<file path="src/rtl/moore_seq_pkg.sv">
// Shared types and constants for the 1101 Moore sequence generator/detector pair.
// Keeps the transmitted pattern and the detector's matching pattern in one place.
package moore_seq_pkg;

   typedef enum logic [1:0] {
      IDLE = 2'd0,
      SEND = 2'd1,
      GAP  = 2'd2,
      DONE = 2'd3
   } state_e;

   localparam int PAT_LEN_DEF = 4;

   localparam logic [PAT_LEN_DEF-1:0] PATTERN_DEF = 4'b1101;

   // The overlapping detector matches exactly what the generator sends.
   localparam logic [PAT_LEN_DEF-1:0] DET_PATTERN = PATTERN_DEF;

   function automatic int idx_w(input int len);
      return (len > 1) ? $clog2(len) : 1;
   endfunction

endpackage

</file>
<file path="src/rtl/moore_seq_gen_if.sv">
// Request/serial-output bundle between a controller and moore_seq_gen.
// master drives start/repeat_cnt/abort; slave drives the serial stream.
interface moore_seq_gen_if #(
   parameter int CNT_W = 4
);

   logic             start;
   logic [CNT_W-1:0] repeat_cnt;
   logic             abort;
   logic             out;
   logic             valid;
   logic             busy;
   logic             done;

   modport master (
      output start, repeat_cnt, abort,
      input  out, valid, busy, done
   );

   modport slave (
      input  start, repeat_cnt, abort,
      output out, valid, busy, done
   );

endinterface

</file>
<file path="src/rtl/moore_seq_idx_cnt.sv">
// Bit-index down-counter with load and terminal-count flag.
// nxt exposes the value the counter takes at the coming edge.
module moore_seq_idx_cnt #(
   parameter int W = 2
) (
   input  logic         clk,
   input  logic         reset,
   input  logic         load,
   input  logic         dec,
   input  logic [W-1:0] load_val,
   output logic [W-1:0] nxt,
   output logic         tc
);

   logic [W-1:0] cnt;

   assign nxt = load ? load_val
              : dec  ? cnt - W'(1)
              :        cnt;

   assign tc = (cnt == '0);

   always_ff @(posedge clk) begin
      if (!reset) cnt <= '0;
      else        cnt <= nxt;
   end

endmodule

</file>
<file path="src/rtl/moore_seq_gen.sv">
// Serial pattern generator: shifts PATTERN MSB-first repeat_cnt times, then pulses done.
// Define MOORE_SEQ_GEN_GAP_EN to insert one idle cycle between repetitions.
module moore_seq_gen
   import moore_seq_pkg::*;
#(
   parameter int                 PAT_LEN = PAT_LEN_DEF,
   parameter logic [PAT_LEN-1:0] PATTERN = PATTERN_DEF,
   parameter int                 CNT_W   = 4
) (
   input  logic                clk,
   input  logic                reset,
   moore_seq_gen_if.slave      bus
);

   localparam int            IW   = idx_w(PAT_LEN);
   localparam logic [IW-1:0] LAST = IW'(PAT_LEN - 1);

`ifdef MOORE_SEQ_GEN_GAP_EN
   localparam state_e REP_ST = GAP;
`else
   localparam state_e REP_ST = SEND;
`endif

   state_e           state, state_n;
   logic [CNT_W-1:0] rem, rem_n;
   logic             idx_load;
   logic             idx_dec;
   logic             idx_tc;
   logic [IW-1:0]    idx_nxt;

   moore_seq_idx_cnt #(.W(IW)) u_idx (
      .clk      (clk),
      .reset    (reset),
      .load     (idx_load),
      .dec      (idx_dec),
      .load_val (LAST),
      .nxt      (idx_nxt),
      .tc       (idx_tc)
   );

   always_comb begin
      state_n  = state;
      rem_n    = rem;
      idx_load = 1'b0;
      idx_dec  = 1'b0;
      unique case (state)
         IDLE: begin
            if (bus.start) begin
               if (bus.repeat_cnt != '0) begin
                  rem_n    = bus.repeat_cnt;
                  idx_load = 1'b1;
                  state_n  = SEND;
               end else begin
                  state_n  = DONE;
               end
            end
         end
         SEND: begin
            if (bus.abort) begin
               state_n = IDLE;
            end else if (idx_tc) begin
               // rem only counts down while >1, so it can never wrap.
               if (rem > CNT_W'(1)) begin
                  rem_n    = rem - CNT_W'(1);
                  idx_load = 1'b1;
                  state_n  = REP_ST;
               end else begin
                  state_n  = DONE;
               end
            end else begin
               idx_dec = 1'b1;
            end
         end
         GAP: begin
            state_n = bus.abort ? IDLE : SEND;
         end
         DONE: begin
            state_n = IDLE;
         end
         default: state_n = IDLE;
      endcase
   end

   // Outputs are registered from the next state so they line up with it.
   always_ff @(posedge clk) begin
      if (!reset) begin
         state     <= IDLE;
         rem       <= '0;
         bus.out   <= 1'b0;
         bus.valid <= 1'b0;
         bus.busy  <= 1'b0;
         bus.done  <= 1'b0;
      end else begin
         state     <= state_n;
         rem       <= rem_n;
         bus.out   <= (state_n == SEND) & PATTERN[idx_nxt];
         bus.valid <= (state_n == SEND);
         bus.busy  <= (state_n == SEND) || (state_n == GAP);
         bus.done  <= (state_n == DONE);
      end
   end

endmodule

</file>
<file path="src/flat_wrapper.sv">
// flat-port wrapper written by rule: the top's interface ports become plain ports
module moore_seq_gen_flat import moore_seq_pkg::*;
#(
   parameter int                 PAT_LEN = PAT_LEN_DEF,
   parameter logic [PAT_LEN-1:0] PATTERN = PATTERN_DEF,
   parameter int                 CNT_W   = 4
)
  (clk, reset, bus_start, bus_repeat_cnt, bus_abort, bus_out, bus_valid, bus_busy, bus_done);
  moore_seq_gen_if #(.CNT_W(CNT_W)) bus_i ();
  input  logic clk;
  input  logic reset;
  input wire logic [$bits(bus_i.start)-1:0] bus_start;
  input wire logic [$bits(bus_i.repeat_cnt)-1:0] bus_repeat_cnt;
  input wire logic [$bits(bus_i.abort)-1:0] bus_abort;
  output wire logic [$bits(bus_i.out)-1:0] bus_out;
  output wire logic [$bits(bus_i.valid)-1:0] bus_valid;
  output wire logic [$bits(bus_i.busy)-1:0] bus_busy;
  output wire logic [$bits(bus_i.done)-1:0] bus_done;
  assign bus_i.start = bus_start;
  assign bus_i.repeat_cnt = bus_repeat_cnt;
  assign bus_i.abort = bus_abort;
  assign bus_out = bus_i.out;
  assign bus_valid = bus_i.valid;
  assign bus_busy = bus_i.busy;
  assign bus_done = bus_i.done;
  moore_seq_gen #(.PAT_LEN(PAT_LEN), .PATTERN(PATTERN), .CNT_W(CNT_W)) u_core (.clk(clk), .reset(reset), .bus(bus_i));
endmodule
</file>
<file path="config.mk">
export PLATFORM = sky130hd
export DESIGN_NAME = moore_seq_gen_flat
export DESIGN_NICKNAME = d
export VERILOG_FILES = /design/src/rtl/moore_seq_pkg.sv /design/src/rtl/moore_seq_gen_if.sv /design/src/rtl/moore_seq_idx_cnt.sv /design/src/rtl/moore_seq_gen.sv /design/src/flat_wrapper.sv
export SDC_FILE = /design/constraint.sdc
export NUM_CORES = 1
export LEC_CHECK = 0
export ABC_CLOCK_PERIOD_IN_PS = 2500
export BUFFER_PORTS_ARGS = -buffer_cell sky130_fd_sc_hd__buf_2
export CAP_MARGIN = 20
export CORE_AREA = 2 2 40 42
export CTS_CLUSTER_DIAMETER = 60
export DETAILED_ROUTE_END_ITERATION = 8
export DIE_AREA = 0 0 42 44
export MAX_ROUTING_LAYER = met4
export PLACE_DENSITY = 0.7
export SYNTH_ARGS = -nofsm -noshare
export SYNTH_HDL_FRONTEND = slang
export SYNTH_SLANG_ARGS = --single-unit
</file>
<file path="constraint.sdc">
create_clock -name clk -period 2.5 [get_ports clk]
set_clock_uncertainty 0.2 [all_clocks]
set_input_delay 0.5 -clock clk [delete_from_list [all_inputs] [get_ports clk]]
set_output_delay 0.5 -clock clk [all_outputs]
set_load 0.005 [all_outputs]
</file>
== Yosys cells after proc, flatten, opt, wreduce, memory -nomap -nowiden ==
Index checks and enable logic that the tools add are counted.

* Add/subtract/negate cells: 2
* Multipliers: 0
* Divide/modulo/power cells: 0
* Magnitude comparators: 2
* Eq/ne operators: 11
* Shift operators: 0
* Muxes and demuxes: 26
* Bitwise operators: 1
* Reduce and logical (&&, ||, !) cells: 6

{| class="wikitable"
|+ Operator list
! operator !! count
|-
| 2-to-1 mux 4 bit || 5
|-
| 2-to-1 mux 2 bit || 7
|-
| 2-to-1 mux 1 bit || 10
|-
| == test 2 bit, second input constant || 4
|-
| case mux 2 bit (4 select lines) || 1
|-
| case mux 4 bit (2 select lines) || 1
|-
| != test 2 x 1 -> 1 bit, second input constant || 3
|-
| AND reduction 6 bit || 1
|-
| == test 2 x 1 -> 1 bit, second input constant || 2
|-
| greater-than comparator 4 x 1 -> 1 bit, second input constant || 1
|-
| zero test 2 bit || 2
|-
| != test 2 bit, second input constant || 2
|-
| nonzero test 4 bit || 1
|-
| subtractor 4 x 1 -> 4 bit, second input constant || 1
|-
| less-than comparator 2 x 3 -> 1 bit, second input constant || 1
|-
| binary-select mux 1 bit (select 2 bit) || 1
|-
| case mux 1 bit (2 select lines) || 1
|-
| nonzero test 2 bit || 1
|-
| subtractor 2 x 1 -> 2 bit, second input constant || 1
|-
| bitwise AND 1 bit || 1
|-
| logical OR 1 bit || 1
|}

* Register bits: 12
* Bits in latches: 0
* RAM bits: 0
* Memory bits (read-only): 0
* Bits of input ports: 8
* Output and inout port bits: 4
* Word-level logic and storage cells: 55
* Memories kept: 0

== Longest topological paths before layout ==
Gate-level depths: netlist of run 1.

* Depth after elaboration: 9
* Depth in mapped cells: 9
* Depth with buffers taken out: 9

== Modules after synthesis ==
Synthesis of run 1 repeated with hierarchy kept, for this count alone.

* Cell total of the unflattened synthesis: 84
* Area total of the unflattened synthesis: 704.4 µm²

{| class="wikitable"
|+ Modules (own cells, without submodules)
! module !! times used !! cells an instance !! area each (µm²) !! sequential area each (µm²)
|-
| moore_seq_gen || 1 || 68 || 570.5 || 200.2
|-
| moore_seq_idx_cnt || 1 || 16 || 133.9 || 40.0
|}

== Worst setup path after synthesis of run 1 ==
No wires, ideal clock.

* Kind: register to register
* Start point: reg u_core.rem[0]
* End point: reg u_core.bus.out
* Setup time: 70 ps
* Data arrival time: 1503 ps
* Required time: 2230 ps
* Setup slack: 727 ps
* Stages on the path, launching flop included: 10
* Path buffers: 0
* Period minus slack after synthesis: 1773 ps
* Cells stage by stage: dfxtp_1 > inv_1 > ha_1 > nor2_1 > nor3_1 > a32o_1 > inv_1 > ha_1 > and2_1 > a21boi_1

* Elaborated cells between the ends (all ways): 14
* Those cells by class: order compare (1); eq/ne (1); mux (11); bitwise (1)

{| class="wikitable"
|+ RTL lines
! what !! RTL line !! source
|-
| start: declaration || moore_seq_gen.sv:25 || <nowiki>logic [CNT_W-1:0] rem, rem_n;</nowiki>
|-
| start signal: assignment || moore_seq_gen.sv:95 || <nowiki>rem <= rem_n;</nowiki>
|-
| greater-than comparator 4 x 1 -> 1 bit || moore_seq_gen.sv:63 || <nowiki>if (rem > CNT_W'(1)) begin</nowiki>
|-
| 2-to-1 mux 2 bit || moore_seq_gen.sv:63 ||
|-
| 2-to-1 mux 2 bit || moore_seq_gen.sv:61 || <nowiki>end else if (idx_tc) begin</nowiki>
|-
| 2-to-1 mux 2 bit || moore_seq_gen.sv:59 || <nowiki>if (bus.abort) begin</nowiki>
|-
| case mux 2 bit (4 select lines) || moore_seq_gen.sv:46 || <nowiki>unique case (state)</nowiki>
|-
| named net u_core.state_n[1] || moore_seq_gen.sv:24 || <nowiki>state_e state, state_n;</nowiki>
|-
| == test 2 x 1 -> 1 bit || moore_seq_gen.sv:96 || <nowiki>bus.out <= (state_n == SEND) & PATTERN[idx_nxt];</nowiki>
|-
| bitwise AND 1 bit || moore_seq_gen.sv:96 ||
|-
| end signal: assignment || moore_seq_gen.sv:96 ||
|-
| end: declaration || moore_seq_gen_if.sv:22 || <nowiki>output out, valid, busy, done</nowiki>
|}

The timed path passes the listed nets, and every way through them passes these cells. The select of a mux whose other input is x is not followed.
A chain may end at the register's enable or synchronous reset.

== Final worst setup path of run 1 ==
Same ends and word-level chain as after synthesis.

==> results of run 1 <==
final timing paths:
check / endpoint / start / cells after the start / slack, ps
max: u_core.bus.out / u_core.rem[0] / 9 / 510
min: u_core.rem[0] / reset / 2 / 330
max reg2reg: u_core.bus.out / u_core.rem[0] / 9 / 510
min reg2reg: u_core.rem[3] / u_core.rem[3] / 2 / 340
placed cells by master (no fill, tap or decap), types with 3 or more instances in the layout:
| master | n |
|---|---|
| dfxtp_1 | 12 |
| buf_2 | 11 |
| inv_1 | 7 |
| nor2_1 | 6 |
| a21oi_1 | 6 |
| nand2_1 | 5 |
| ha_1 | 5 |
| and2_1 | 4 |
| clkbuf_4 | 3 |
flip-flops by register name, summed over array words and instances (netlist names):
signal / cells
u_core.rem: 4
u_core.state: 2
u_core.u_idx.cnt: 2
u_core.bus.busy: 1
u_core.bus.done: 1
u_core.bus.out: 1
u_core.bus.valid: 1
per-stage QoR:
step           worst slack [ps]  total power [uW]  hold WS [ps]
6_report                    514               488           331
5_1_grt                     377               524           318
4_1_cts                     536               494           318
3_5_place_dp                512               336           327
3_3_place_gp                538               333           315
2_1_floorplan               727               309           292
kinds of logic after synthesis:
group           after synthesis  share of synthesized area
compound gates               18                      0.230
simple gates                 27                      0.233
xor+xnor                      1                     0.0130
mux                           1                     0.0148
buf+inv                       9                     0.0611
flops                        12                      0.356
fa+ha+maj                     5                     0.0926
power breakdown:
group	leakage, uW	switching (uW)	internal, uW	total, uW
Combinational	0.000201	60.6	49.8	110
Sequential	0.0000991	13.2	209	222
Clock	0.0000210	66.9	88.6	156
Total	0.000321	141	347	488
routing by layer:
layer / GRT usage / routed length (um) / part of all wire / vias up
met1: 0.182 / 548 / 0.43 / 271
met2: 0.288 / 644 / 0.51 / 15
met3: 0.0750 / 69 / 0.054 / 2
met4: 0.0452 / 11 / 0.0086 / 0
met5: - / 0 / 0 / -
li1: - / - / - / 284
critical path, delay by kind of cell, from the launching register on:
kind                       cells  cell delay (ps)
AOI/OAI and AO/OA              2              430
DFF                            1              410
and+or+nand+nor                3              400
adders and majority gates      2              350
buffers and inverters          2              120
final cells by class:
| type | instances | area share |
|---|---|---|
| flip-flops and latches | 12 | 0.311 |
| clock buffers | 4 | 0.0470 |
| repair buffers | 11 | 0.0713 |
| multi-input cells | 52 | 0.511 |
| well taps | 16 | 0.0259 |
| inverters | 7 | 0.0340 |
==> metrics.md, run 1 <==
| Metric | Value |
|---|---|
| Status | `finished clean` |
| Req. time, crit path | `2510 ps` |
| CP max stage cell | `dfxtp_1` |
| Layout cell share with drive strength beyond 1 | `0.256` |
| Layout area overhead | `14.3%` |
| Flip-flop and latch area | `240 um2` |
| Final worst path period share | `0.794` |
| Synth cell count leaders | `dfxtp_1, inv_1, a21oi_1, nor2_1` |
| Routed len/inst | `12.5 um` |
| Area contributors post-synth | `dfxtp_1, ha_1, o32ai_2, a21oi_1, inv_1` |
| Yosys reg bits | `12` |
| Initial core utilization | `0.476` |
| Top Ports | `12` |
| CTS tree | `yes` |
| CTS root buf | `clkbuf_4` |
| Drt total wl | `1.27 mm` |
| Warnings from Yosys | `0` |
| Port Buffers | `11` |
| Largest net degree at the start of global routing | `12` |
| Fin. max-slew vios | `0` |
| DPL Wire Length | `956 um` |
| Clock sinks | `12` |
| Crit-path max FO | `5` |
| Postcts setup bufs | `0` |
| Min cycle time layout | `1990 ps` |
| Yosys top cell by area | `dfxtp_1` |
| Fin area | `772 um2` |
| Area after DPL | `736 um2` |
| PD cells | `632 nW/um2` |
| Multi-input gate area | `394 um2` |
| Clk_lat worst skew | `280 ps` |
| GR Overflow Total | `0` |
| Finished Layout Cells | `102` |
| VDD IR max | `0.312 mV` |
| Placed Cells | `98` |
| Initial antenna violation count | `0` |
| Reg clk slew, reported paths | `80 ps` |
| GRT Overall Usage | `0.170` |
| Critical path, cell by cell | `inv_1 > ha_1 > nor2_1 > nor3_1 > a32o_1 > inv_1 > ha_1 > and2_1 > a21boi_1` |
| Leak pwr | `0.000321 uW` |
| RSZ-0062 raised after global routing | `no` |
| Die Wd | `42 um` |
| Area of the mapped netlist | `676 um2` |
| Critical path arrival | `2000 ps` |
| F_max | `504 MHz` |
| Vias | `572` |
| Vias in the first global route | `521` |
| Startpoint types | `register` |
| Asr flop ratio synth | `0` |
| Library cells used by synthesis | `31` |
| DRT antenna net count | `0` |
| Die ar. | `1850 um2` |
| DRT Pass-1 Iters | `4` |
| Sequential area share after synthesis | `0.356` |
| Hold Violations, Final | `0` |
| 1st-iter DRT viols | `6` |
| Worst-Margin Slew | `465 ps` |
| Post-Syn Instances | `73` |
| EDFF count, synth | `0` |
| Global-route wire length before repair | `2.22 mm` |
| Final setup violation count | `0` |
| Most frequent cell after synthesis | `dfxtp_1` |
| CTS Buf Count | `3` |
| CTS H-tree lvls | `1` |
| Fill cell count | `136` |
| CTS max path bufs | `2` |
| Top cell type's share of synthesized area | `0.356` |
| Placer congestion estimate | `0.809` |
| Antenna fix cells | `0` |
| Hold Buf Count CTS | `0` |
| Area of the core | `1420 um2` |
| Setup TNS | `0 ps` |
| Avg Inst Size Synth | `9.26 um2` |
| Die Ht | `44 um` |
| Headroom to the max-slew limit | `0.689` |
| Worst Setup End Kind | `register` |
| Finished Core Util | `0.544` |
| Max cap viols | `0` |
| Drt via density | `5.61` |
| Syn_nets | `86` |
| Worst Setup Path Type | `reg -> reg` |
| Crit-path max cell delay | `410 ps` |
| Dominant synthesized flop cell | `dfxtp_1` |
| Row cnt | `14` |
| Final nets | `100` |
| Post-cts gate resize count | `0` |
| # DRC | `0` |
| Hold Path Class | `in -> reg` |
(Power assumes the default switching activity.)
==> run 2: changes to the inputs <==
- ABC_CLOCK_PERIOD_IN_PS: 2500 -> 1810
- CORE_AREA: 2 2 40 42 -> 2 2 41 43
- DIE_AREA: 0 0 42 44 -> 0 0 43 45
- clock period: 2.5 -> 1.81 ns (I/O delays scaled with it)
==> run 2 against run 1 <==
Against the previous run: register-to-register slack worse by 480 ps; hold slack worse by 130 ps; largest power group unchanged; via count is 3.0% higher; final cell count is 9.8% higher; die area is 4.7% higher; critical path depth is 2 lower; largest cell class unchanged.
==> metrics.md, run 2 (synthesis gave the netlist of run 1 again) <==
| Metric | Value |
|---|---|
| Tot Pwr | `747 uW` |
| # DRC | `0` |
| Setup TNS | `0 ps` |
| Clk_lat worst skew | `270 ps` |
| Layout area overhead | `37.0%` |
| Leak pwr | `0.000383 uW` |
| Vias in the first global route | `537` |
| Die Wd | `43 um` |
| Biggest regs | `u_core.rem (4), u_core.state (2), u_core.u_idx.cnt (2)` |
| Die ar. | `1940 um2` |
| GR Overflow Total | `0` |
| Min cycle time layout | `1770 ps` |
| Worst Setup Path Type | `reg -> reg` |
| Multi-input gate area | `462 um2` |
| Initial core utilization | `0.459` |
| Startpoint types | `register` |
| Final worst path period share | `0.978` |
| CTS root buf | `clkbuf_4` |
| Layout cell share with drive strength beyond 1 | `0.469` |
| Final setup violation count | `0` |
| Vias | `589` |
| 1st-iter DRT viols | `4` |
| RSZ-0062 raised after global routing | `yes` |
| DRT Pass-1 Iters | `4` |
| Crit-path max cell delay | `370 ps` |
| Critical path arrival | `1790 ps` |
| Hold Buf Count CTS | `0` |
| GRT Overall Usage | `0.166` |
| Final nets | `110` |
| Largest net degree at the start of global routing | `11` |
| Worst Setup End Kind | `register` |
| Area of the core | `1470 um2` |
| Top Ports | `12` |
| Commonest non-fill, non-tap cell in the layout | `buf_2` |
| Status | `finished clean` |
| Routed len/inst | `13.0 um` |
| Flip-flop and latch area | `245 um2` |
| Hold Path Class | `in -> reg` |
| Headroom to the max-slew limit | `0.780` |
| Clock sinks | `12` |
| Commonest cells after routing, fill and taps aside | `buf_2, dfxtp_1, buf_4` |
| Max reg flops | `4` |
| DRT antenna net count | `0` |
| VDD IR max | `0.477 mV` |
| Max cap viols | `0` |
| Largest Register | `u_core.rem` |
| Area after DPL | `788 um2` |
| Fill cell count | `125` |
| Critical path, cell by cell | `inv_2 > ha_4 > nor2_4 > buf_6 > o311ai_4 > and2_4 > o221a_1` |
| Row cnt | `14` |
| F_max | `565 MHz` |
| Port Buffers | `11` |
| Reg clk slew, reported paths | `80 ps` |
| Finished Layout Cells | `112` |
| Drt total wl | `1.46 mm` |
| Worst-Margin Slew | `328 ps` |
| Hold Violations, Final | `0` |
| Req. time, crit path | `1830 ps` |
| Drt via density | `5.26` |
| CTS max path bufs | `2` |
| Crit-path max FO | `7` |
| CP max stage cell | `dfxtp_4` |
| DPL Wire Length | `1.07 mm` |
| Placer congestion estimate | `0.830` |
| Fin area | `926 um2` |
| CTS Buf Count | `3` |
| Die Ht | `45 um` |
| Final worst slack | `38.9 ps` |
| CTS H-tree lvls | `1` |
| PD cells | `806 nW/um2` |
| Placed Cells | `105` |
| Initial antenna violation count | `0` |
| Fin. max-slew vios | `0` |
| Global-route wire length before repair | `2.26 mm` |
| CTS tree | `yes` |
| Placement Setup Slack | `-92.7 ps` |
| Antenna fix cells | `0` |
[run 2: cell count changes in the layout (fill, tap and decap cells not counted), moves of 2 or more]
cell | before | now
ha_4 | 0 | 2
buf_4 | 0 | 9
ha_1 | 5 | 2
inv_1 | 7 | 5
dfxtp_1 | 12 | 10
[run 2: through the flow]
| stage | utilization | hold WS [ps] |
|---|---|---|
| floorplan | - | 284 |
| global placement | 0.536 | 322 |
| detailed placement | 0.536 | 323 |
| CTS | 0.577 | 188 |
| global route | 0.629 | 197 |
| finish | 0.629 | 198 |
[run 2: where the power goes]
part | switching [uW] | internal (uW)
clock | 86.9 | 122
sequential | 23.2 | 289
combinational | 107 | 118
total | 217 | 530
[run 2: final cells by class]
type                            count  share of cell area
Clock buffer                        4              0.0392
Inverter                            7              0.0311
Multi-Input combinational cell     52               0.499
Sequential cell                    12               0.265
Tap cell                           16              0.0216
Timing Repair Buffer               21               0.145
[run 2: worst paths after layout]
kind	startpoint	to	slack [ps]	cells past startpoint
max	u_core.rem[0]	u_core.rem[0]	40	7
min	reset	u_core.rem[0]	200	2
max reg2reg	u_core.rem[0]	u_core.rem[0]	40	7
min reg2reg	u_core.rem[3]	u_core.rem[3]	360	2
[run 2: per-layer routing]
metal / vias to the layer above / share of wire / global-route usage
met5: - / 0 / -
met4: 0 / 0.0089 / 0.0727
met3: 2 / 0.034 / 0.0600
met2: 9 / 0.49 / 0.255
met1: 269 / 0.47 / 0.196
li1: 309 / - / -
[run 2: worst max-delay path, delay by kind of cell, from the launching register on]
| family | cells | cell delay (ps) |
|---|---|---|
| simple gates | 2 | 330 |
| fa+ha+maj | 1 | 140 |
| buf+inv | 2 | 170 |
| flops | 1 | 370 |
| compound gates | 2 | 500 |
[run 2: repair_timing]
action / in CTS / in global routing
gates resized for setup: 7 / 14
buffers inserted: 0 / 3
endpoints found under the setup margin: 9 / 7
pin swaps: 1 / 6
==> run 3: changes to the inputs <==
- ABC_AREA: not set -> 1
- ABC_CLOCK_PERIOD_IN_PS: 1810 -> 2200
- CORE_AREA: 2 2 41 43 -> 2 2 39 41
- DIE_AREA: 0 0 43 45 -> 0 0 41 43
- PLACE_DENSITY: 0.7 -> 0.77
- clock period: 1.81 -> 2.2 ns (I/O delays scaled with it)
==> run 3 against run 2 <==
Against the previous run: sequential cell count is the same; hold slack gained 82 ps; non-clock buffer count down 10.
==> metrics.md, run 3 <==
| Metric | Value |
|---|---|
| Status | `finished clean` |
| Switching portion of total power | `0.311` |
| Buffer and inverter count on the worst path | `3` |
| Hold Buf Count CTS | `0` |
| Routed len/inst | `9.43 um` |
| Drt via density | `4.63` |
| Synth cell count leaders | `nand2_1, nor2_1, inv_1` |
| Fill cell count | `125` |
| Clock sinks | `12` |
| Area of the core | `1380 um2` |
| CP max stage cell | `dfxtp_1` |
| Top Ports | `12` |
| Most frequent cell after synthesis | `nand2_1` |
| Die Ht | `43 um` |
| CTS tree | `yes` |
| Syn_nets | `121` |
| CP top delay family | `adder cells` |
| Final setup violation count | `0` |
| Vias in the first global route | `543` |
| Final nets | `136` |
| Comb power frac | `0.256` |
| Sequential area share after synthesis | `0.337` |
| Initial antenna violation count | `0` |
| CTS max path bufs | `2` |
| Switch Pwr | `177 uW` |
| Layout cell share with drive strength beyond 1 | `0.205` |
| Largest Register | `u_core.rem` |
| Die ar. | `1760 um2` |
| Layout area overhead | `14.6%` |
| Startpoint types | `register` |
| Reg clk slew, reported paths | `70 ps` |
| Leak pwr | `0.000468 uW` |
| DRT Pass-1 Iters | `4` |
| GRT Overall Usage | `0.188` |
| Initial core utilization | `0.515` |
| Drt total wl | `1.30 mm` |
| Die Wd | `41 um` |
| Crit-path most repeated cell | `inv_1` |
| R2r setup slk | `590 ps` |
| Crit-path max cell delay | `370 ps` |
| Placer congestion estimate | `0.799` |
| Sequential share of power | `0.441` |
| Commonest non-fill, non-tap cell in the layout | `nand2_1` |
| DRT antenna net count | `0` |
| Library cells used by synthesis | `17` |
| Area after DPL | `781 um2` |
| Critical path arrival | `1620 ps` |
| 1st-iter DRT viols | `5` |
| Clock share of power | `0.303` |
| Min cycle time layout | `1610 ps` |
| Post-cts gate resize count | `0` |
| Worst-Margin Slew | `222 ps` |
| Vias | `639` |
| Largest net degree at the start of global routing | `10` |
| Critical path, cell by cell | `inv_1 > ha_1 > inv_1 > nand2_1 > nand4_1 > nand2_1 > inv_1 > ha_1 > nor2_1` |
| Postcts setup bufs | `0` |
| Global-route wire length before repair | `2.13 mm` |
| WHS | `280 ps` |
| Avg Inst Size Synth | `6.60 um2` |
| # DRC | `0` |
| Antenna fix cells | `0` |
| Commonest cells after routing, fill and taps aside | `nand2_1, nor2_1, inv_1` |
| Asr flop ratio synth | `0` |
| Post-Syn Instances | `108` |
| Placed Cells | `134` |
| CTS H-tree lvls | `1` |
| Biggest regs | `u_core.rem (4), u_core.state (2), u_core.u_idx.cnt (2)` |
| Setup TNS | `0 ps` |
| PD cells | `699 nW/um2` |
| Yosys top cell by area | `dfxtp_1` |
| RSZ-0062 raised after global routing | `no` |
| Fin area | `817 um2` |
| CTS root buf | `clkbuf_4` |
| DPL Wire Length | `1.02 mm` |
| Clk_lat worst skew | `270 ps` |
| Dominant synthesized flop cell | `dfxtp_1` |
| Max reg flops | `4` |
| Crit-path max FO | `4` |
| VDD IR max | `0.351 mV` |
| Warnings from Yosys | `0` |
| GR Overflow Total | `0` |
| Final worst path period share | `0.733` |
| CTS Buf Count | `3` |
| EDFF count, synth | `0` |
| Headroom to the max-slew limit | `0.850` |
| F_max | `620 MHz` |
| P_int | `393 uW` |
| Area of the mapped netlist | `713 um2` |
| Worst Setup End Kind | `register` |
| Port Buffers | `11` |
| Row cnt | `14` |
| Max cap viols | `0` |
| Area contributors post-synth | `dfxtp_1, nand2_1, nor2_1, inv_1, ha_1` |
| Req. time, crit path | `2210 ps` |
| Hold Path Class | `in -> reg` |
| Top cell type's share of synthesized area | `0.337` |
| Finished Layout Cells | `138` |
| Worst Setup Path Type | `reg -> reg` |
| Hold Violations, Final | `0` |
| Yosys reg bits | `12` |
| Fin. max-slew vios | `0` |
[run 3: cell count changes after synthesis, moves of 3 or more]
cell and delta:
a21oi_1 -5, nand3_1 +6, inv_1 +11, nor2_1 +13, inv_2 +3, and2_1 -4, nand2_1 +25
[run 3: worst reg2reg max path: stages, from the launching register on]
cell and delay [ps]:
dfxtp_1 370, inv_1 90, ha_1 210, inv_1 70, nand2_1 70, nand4_1 80, nand2_1 70, inv_1 80
ha_1 220, nor2_1 90
[run 3: cell families after synthesis]
| group | after synthesis | share of synthesized area |
|---|---|---|
| buffers and inverters | 22 | 0.121 |
| adder cells (fa/ha/maj) | 5 | 0.0877 |
| AO/OA/AOI/OAI | 4 | 0.0281 |
| AND/OR/NAND/NOR | 64 | 0.414 |
| flip-flops | 12 | 0.337 |
| XOR/XNOR | 1 | 0.0123 |
[run 3: worst paths after layout]
kind                      start         endpoint  cells after the start
hold reg to reg   u_core.rem[1]    u_core.rem[1]                      2
hold / removal            reset  u_core.bus.done                      3
setup reg to reg  u_core.rem[0]  u_core.bus.busy                      9
setup / recovery  u_core.rem[0]  u_core.bus.busy                      9
[run 3: stage by stage]
step	total power [uW]	util	worst slack [ps]
after floorplan	367	-	707
after global placement	396	0.564	541
after detailed placement	401	0.564	532
after CTS	578	0.590	579
after global routing	612	0.590	456
final	571	0.590	588
[run 3: metal layers]
layer	track usage	wire length, um
met3	0.0471	33
met5	-	0
met1	0.220	599
met4	0.0800	12
met2	0.294	656
[run 3: power groups by stage]
stage	registers (uW)	logic (uW)	clock network, uW
after floorplan	254	112	0
after global placement	256	140	0
after detailed placement	257	144	0
after CTS	252	147	179
after global routing	255	169	189
final	252	146	173
[run 3: layout make-up]
class                           count  area [um2]  area share
Multi-Input combinational cell     74         387       0.473
Sequential cell                    12         240       0.294
Inverter                           21        78.8      0.0965
Timing Repair Buffer               11        55.1      0.0674
Clock buffer                        4        36.3      0.0444
Tap cell                           16        20.0      0.0245
